[src/rtl/hand_pkg.sv]
// Shared card types and helpers for the baccarat hand store.
// Card codes: 1..13 = A..K, 0 = empty slot.
package hand_pkg;

  localparam int CARD_W = 4;

  typedef logic [CARD_W-1:0] card_t;

  localparam card_t CARD_EMPTY = card_t'(0);
  localparam card_t CARD_MAX   = card_t'(13);

  // Baccarat value: pips count face value, tens and courts count zero.
  function automatic logic [3:0] card_value(card_t c);
    if (c >= card_t'(1) && c <= card_t'(9))
      return 4'(c);
    return 4'd0;
  endfunction

endpackage

[src/rtl/hand_slot.sv]
// One hand: slot registers, card count and running score mod 10.
// Updates on the falling edge of slow_clock.
module hand_slot #(
  parameter int MAX_CARDS = 3,
  parameter int CARD_W    = 4,
  parameter int CW        = $clog2(MAX_CARDS + 1)
) (
  input  logic                        slow_clock,
  input  logic                        reset,
  input  logic                        clear,
  input  logic                        wr_en,
  input  logic [CARD_W-1:0]           card_in,
  output logic [MAX_CARDS*CARD_W-1:0] cards,
  output logic [CW-1:0]               count,
  output logic [3:0]                  score,
  output logic                        full
);
  import hand_pkg::*;

  logic [MAX_CARDS-1:0][CARD_W-1:0] slot_q;
  logic [CW-1:0]                    count_q;
  logic [3:0]                       score_q;
  logic [4:0]                       sum;
  logic [3:0]                       score_d;

  always_comb begin
    sum     = {1'b0, score_q} + {1'b0, card_value(card_t'(card_in))};
    score_d = (sum >= 5'd10) ? 4'(sum - 5'd10) : sum[3:0];
  end

  always_ff @(negedge slow_clock or posedge reset) begin
    if (reset) begin
      slot_q  <= '0;
      count_q <= '0;
      score_q <= '0;
    end else if (clear) begin
      slot_q  <= '0;
      count_q <= '0;
      score_q <= '0;
    end else if (wr_en) begin
      for (int s = 0; s < MAX_CARDS; s++) begin
        if (count_q == CW'(s))
          slot_q[s] <= card_in;
      end
      count_q <= count_q + CW'(1);
      score_q <= score_d;
    end
  end

  assign cards = slot_q;
  assign count = count_q;
  assign score = score_q;
  assign full  = (count_q == CW'(MAX_CARDS));

endmodule

[src/rtl/hand_bank.sv]
// Bank of baccarat hands fed one dealt card per falling edge.
// Illegal deals are dropped and flagged on deal_err the next cycle.
module hand_bank #(
  parameter int NUM_HANDS = 2,
  parameter int MAX_CARDS = 3,
  parameter int CARD_W    = hand_pkg::CARD_W,
  localparam int HW = (NUM_HANDS > 1) ? $clog2(NUM_HANDS) : 1,
  localparam int CW = $clog2(MAX_CARDS + 1)
) (
  input  logic                                  slow_clock,
  input  logic                                  reset,
  input  logic                                  clear,
  input  logic                                  deal_valid,
  input  logic [HW-1:0]                         deal_hand,
  input  logic [CARD_W-1:0]                     card_in,
  output logic [NUM_HANDS*MAX_CARDS*CARD_W-1:0] cards_out,
  output logic [NUM_HANDS*CW-1:0]               count_out,
  output logic [NUM_HANDS*4-1:0]                score_out,
  output logic [NUM_HANDS-1:0]                  full_out,
  output logic                                  deal_err
);
  import hand_pkg::*;

  logic [NUM_HANDS-1:0] wr_en;
  logic [NUM_HANDS-1:0] full;
  logic                 hand_ok;
  logic                 card_ok;
  logic                 sel_full;
  logic                 accept;

  always_comb begin
    hand_ok  = ({1'b0, deal_hand} < (HW+1)'(NUM_HANDS));
    card_ok  = (card_in != '0) && (card_in <= CARD_W'(CARD_MAX));
    sel_full = 1'b0;
    for (int h = 0; h < NUM_HANDS; h++) begin
      if (deal_hand == HW'(h))
        sel_full = full[h];
    end
    // clear outranks a same-edge deal, so it is never counted as rejected
    accept = deal_valid && !clear && hand_ok && card_ok && !sel_full;
    for (int h = 0; h < NUM_HANDS; h++)
      wr_en[h] = accept && (deal_hand == HW'(h));
  end

  always_ff @(negedge slow_clock or posedge reset) begin
    if (reset)
      deal_err <= 1'b0;
    else if (clear)
      deal_err <= 1'b0;
    else
      deal_err <= deal_valid && !accept;
  end

  for (genvar h = 0; h < NUM_HANDS; h++) begin : g_hand
    hand_slot #(
      .MAX_CARDS(MAX_CARDS),
      .CARD_W   (CARD_W),
      .CW       (CW)
    ) u_slot (
      .slow_clock(slow_clock),
      .reset     (reset),
      .clear     (clear),
      .wr_en     (wr_en[h]),
      .card_in   (card_in),
      .cards     (cards_out[h*MAX_CARDS*CARD_W +: MAX_CARDS*CARD_W]),
      .count     (count_out[h*CW +: CW]),
      .score     (score_out[h*4 +: 4]),
      .full      (full[h])
    );
  end

  assign full_out = full;

endmodule

[config.mk]
export PLATFORM = sky130hd
export DESIGN_NAME = hand_bank
export DESIGN_NICKNAME = d
export VERILOG_FILES = /design/src/rtl/hand_pkg.sv /design/src/rtl/hand_slot.sv /design/src/rtl/hand_bank.sv
export SDC_FILE = /design/constraint.sdc
export NUM_CORES = 1
export LEC_CHECK = 0
export ABC_CLOCK_PERIOD_IN_PS = 3500
export CAP_MARGIN = 20
export CORE_MARGIN = 2
export CORE_UTILIZATION = 55
export CTS_CLUSTER_DIAMETER = 80
export DETAILED_ROUTE_END_ITERATION = 12
export PLACE_DENSITY = 0.82
export SLEW_MARGIN = 20
export SYNTH_ARGS = -nofsm -noshare
export SYNTH_HDL_FRONTEND = slang
export SYNTH_SLANG_ARGS = --single-unit
[constraint.sdc]
create_clock -name slow_clock -period 3.5 [get_ports slow_clock]
set_input_delay 0.35 -clock slow_clock [delete_from_list [all_inputs] [get_ports slow_clock]]
set_output_delay 0.35 -clock slow_clock [all_outputs]
set_load 0.005 [all_outputs]
# After elaboration in Yosys (flattened, before gate mapping)
# Cells that the tools add are included.
# W data, S select, Z words.
[op_classes]
n_addsub = 6
order_cmp = 5
eq_ne = 6
muxes = 25
n_bitwise = 1
reduce_logical = 28
[ops]
columns = ["op", "count"]
rows = [
  ["$mux W4", 14],
  ["$mux W12", 4],
  ["$reduce_bool A2 Y1", 8],
  ["$reduce_and A2 Y1", 6],
  ["$add A4 B4 Y5", 2],
  ["$ge A5 B4 Y1 const B", 2],
  ["$eq A2 B2 Y1 const B", 4],
  ["$le A4 B4 Y1 const B", 2],
  ["$logic_and A1 B1 Y1", 8],
  ["$mux W2", 4],
  ["$sub A4 B4 Y4 const B", 2],
  ["$add A2 B1 Y2 const B", 2],
  ["$eq A2 B1 Y1 const B", 2],
  ["$ge A4 B1 Y1 const B", 1],
  ["$logic_not A2 Y1", 2],
  ["$reduce_bool A4 Y1", 1],
  ["$logic_not A1 Y1", 3],
  ["$mux W1", 3],
  ["$not A1 Y1", 1],
]
[totals]
ff_bits = 37

# Depth between registers and ports, before layout
[logic_depth]
word_depth = 9
mapped_depth = 14

# By module
# A second synthesis with hierarchy kept.
[unflattened]
cells_unflattened = 248
hier_area_um2 = 2308.5
[modules_own_cells]
columns = ["mod", "n_inst", "cells_per_inst", "area_each_um2"]
rows = [
  ["hand_slot", 2, 118, 1092.3],
  ["hand_bank", 1, 12, 123.9],
]

==> results.yml <==
global_routing:
  grt_overflow_total: 0
  grt_pass1_wl_mm: 11.3
  grt_pass1_vias: 2197
  track_usage_pct: 29.6
  antenna_found_initial: 0
  grt_max_degree: 38
timing:
  hold_viol_final: 0
  worstMarginPinSlew_ns: 0.480
  finalSetupTns_ns: -5.66
  setup_ws_ns: -0.618
  setup_viol: 33
  hold_ws_ns: 0.514
  grt_setup_unrepaired: "true"
  slew_headroom_pct: 68.0
  drv_slew: 0
  clock_skew_ns: 0.00829
placement:
  dp_hpwl_mm: 4.16
  place_ws_ns: -1.26
  placedCellCount: 365
  place_congestion: 0.876
  placed_cell_area_mm2: 0.00316
  port_buffers: 47
critical_path:
  path_class: "in2reg"
  cp-end-kind: "register"
  critical-path-max-stage-delay_ns: 0.30
  critical-path-slowest-cell: "o211ai_1"
  cp-start-kind: "input pin"
  rrSetupSlack_ns: 0.92
  critPathRequiredTime_ns: 1.90
  r2r_cells: 12
  cp_common_cell: "ha_2"
  path_cells: "buf_8 -> nor2b_4 -> buf_6 -> xor2_2 -> ha_2 -> a21o_1 -> xnor2_2 -> ha_2 -> o211ai_1 -> a41oi_2 -> buf_4 -> mux2i_2 -> o21ai_1"
  cp_data_arrival_time_ns: 2.52
  worstReg2RegEnd: "g_hand[1].u_slot.score[2]"
  r2r_start: "g_hand[1].u_slot.score[1]"
  crit_fanout: 4
clock_tree:
  cts_tree: "yes"
  root_buffer: "clkbuf_8"
  insertion_delay_ns: 0.30
  cts_num_sinks: 37
  ctsLongestPathBuffers: 2
  htree_levels: 2
  cts_hold_buf: 0
  cts.clk_slew.worst_paths_ns: 0.06
  cts_made_buffers: 5
floorplan:
  die_w_um: 69.0
  dieArea_mm2: 0.00477
  die-height_um: 69.0
  core_area_mm2: 0.00403
  ios: 48
  num_rows: 23
  initial_core_util_pct: 57.7
drt:
  via_count: 2527
  drc: 0
  drt_iter0_drc: 323
  met1_length_mm: 3.60
  dr.max_layer_used: "met4"
  routedWlPerCell_um: 24.8
  route.met3.wl_um: 830
  met2_length_mm: 4.68
  dr.pass1.iters: 5
  ant_nets: 0
  wirelength_mm: 9.67
  vias_per_cell: 6.48
synthesis:
  ys.warnings.count: 0
  synth.area.top_cells: "dfrtn_1, ha_1, mux2i_1"
  syn_avg_cell_area_um2: 9.86
  postSynth.asyncResetShare_pct: 100
  netlist_instances: 236
  netlist.top_cell.by_area: "dfrtn_1"
  synth_edf_count: 0
  synth_flop_cell: "dfrtn_1"
  synth_most_common_cell: "dfrtn_1"
  yosys.area.top_type_share_pct: 39.8
  synth.cell_area_mm2: 0.00233
  synth_fp_nets: 263
  ys_seq_area_share_pct: 39.8
  ys_ff_latch: 37
  synth_cell_types: 48
  synth_common_cells: "dfrtn_1, nand2_1, ha_1"
finish:
  drive_gt1_share_pct: 43.8
  nets: 366
  finish.instance_area_mm2: 0.00372
  post-route-util_pct: 92.2
  area_growth_pct: 59.8
  layout.cells.non_filler: 390
  insertedDiodeCount: 0
pwr:
  leakagePower_nw: 1.74
  power_mw: 1.14
  peakVddDrop_mv: 0.321
  power_density_mw_per_mm2: 306
outcome:
  violations: "negative setup slack"
  status: "finished, violations left"
job:
  maxCapViolations: 0
hold_path:
  min_path_cells: 2
  whs_endpoint: "g_hand[0].u_slot.cards[2]"
  hp-class: "reg2reg"
  hp-start: "g_hand[0].u_slot.cards[2]"
[flip-flops by register name, indices dropped and copies added (netlist names)]
signal	cells
g_hand.u_slot.cards	24
g_hand.u_slot.count	4
g_hand.u_slot.score	8
deal_err	1
[worst max path at each step]
| stage | startpoint | end | slack [ns] | depth (start not counted) |
|---|---|---|---|---|
| 4_1_cts | card_in[3] | g_hand[1].u_slot.score[2] | -0.37 | 14 |
| 3_3_place_gp | card_in[3] | g_hand[1].u_slot.score[2] | -1.14 | 14 |
| 2_1_floorplan | card_in[2] | g_hand[1].u_slot.score[2] | -0.76 | 14 |
| 5_1_grt | card_in[3] | g_hand[0].u_slot.score[1] | -0.67 | 12 |
| 3_5_place_dp | card_in[3] | g_hand[1].u_slot.score[2] | -1.26 | 14 |
| 6_report | card_in[1] | g_hand[0].u_slot.score[1] | -0.62 | 13 |
[layout by cell type (no fill, tap or decap), types with 3 or more instances in the layout]
master / count
a21o_1: 4
a21oi_1: 6
a21oi_2: 7
and2_4: 6
and3_1: 3
buf_4: 56
buf_6: 6
buf_8: 5
clkbuf_8: 5
clkdlybuf4s50_1: 36
dfrtn_1: 37
dlygate4sd2_1: 3
dlymetal6s2s_1: 3
ha_1: 8
ha_2: 5
ha_4: 5
inv_1: 9
mux2i_1: 12
nand2_1: 14
nand2_2: 7
nand3_1: 4
nand3_2: 10
nand3b_1: 5
nor2_1: 14
nor3_1: 3
o21ai_1: 4
o21ai_2: 4
o21bai_1: 3
xnor2_2: 3
xor2_1: 3
xor2_2: 3
[where the power goes]
group | switching [mW] | internal (mW) | total (mW)
combinational | 0.188 | 0.180 | 0.369
clock | 0.171 | 0.138 | 0.309
sequential | 0.0146 | 0.444 | 0.458
total | 0.374 | 0.762 | 1.14
[layout make-up]
class	instances	area, um^2
clock inverters	3	17.5
fillers	140	313
clock buffers	5	68.8
flip-flops and latches	37	926
well taps	50	62.6
multi-input cells	175	1610
inverters	9	33.8
repair buffers	111	997
[worst max-delay path: cells and delay by family]
family                   cells  cell delay [ns]
AO/OA/AOI/OAI                4             0.70
multiplexers                 1             0.19
adder cells (fa/ha/maj)      2             0.40
AND/OR/NAND/NOR              1             0.14
XOR/XNOR                     2             0.30
buffers and inverters        3             0.42
[cell families after synthesis]
kind of cell / count (synthesis) / share of synthesized area (%)
simple gates: 81 / 18.3
compound gates: 47 / 14.4
flops: 37 / 39.8
buf+inv: 25 / 5.76
fa+ha+maj: 19 / 10.2
mux: 16 / 7.10
xor+xnor: 11 / 4.46
[what timing repair did]
action                     in CTS  in global routing
pin swaps                      18                 12
setup buffers                   8                 11
gates cloned                    0                  1
setup endpoints to repair      38                 36
resized for setup              64                 51
[layer usage]
metal / vias up / track usage, %
li1: 1021 / -
met5: - / 0
met2: 223 / 49.7
met3: 64 / 5.12
met4: 0 / 9.15
met1: 1219 / 39.3
No activity file was read; power rests on OpenSTA's default activity.
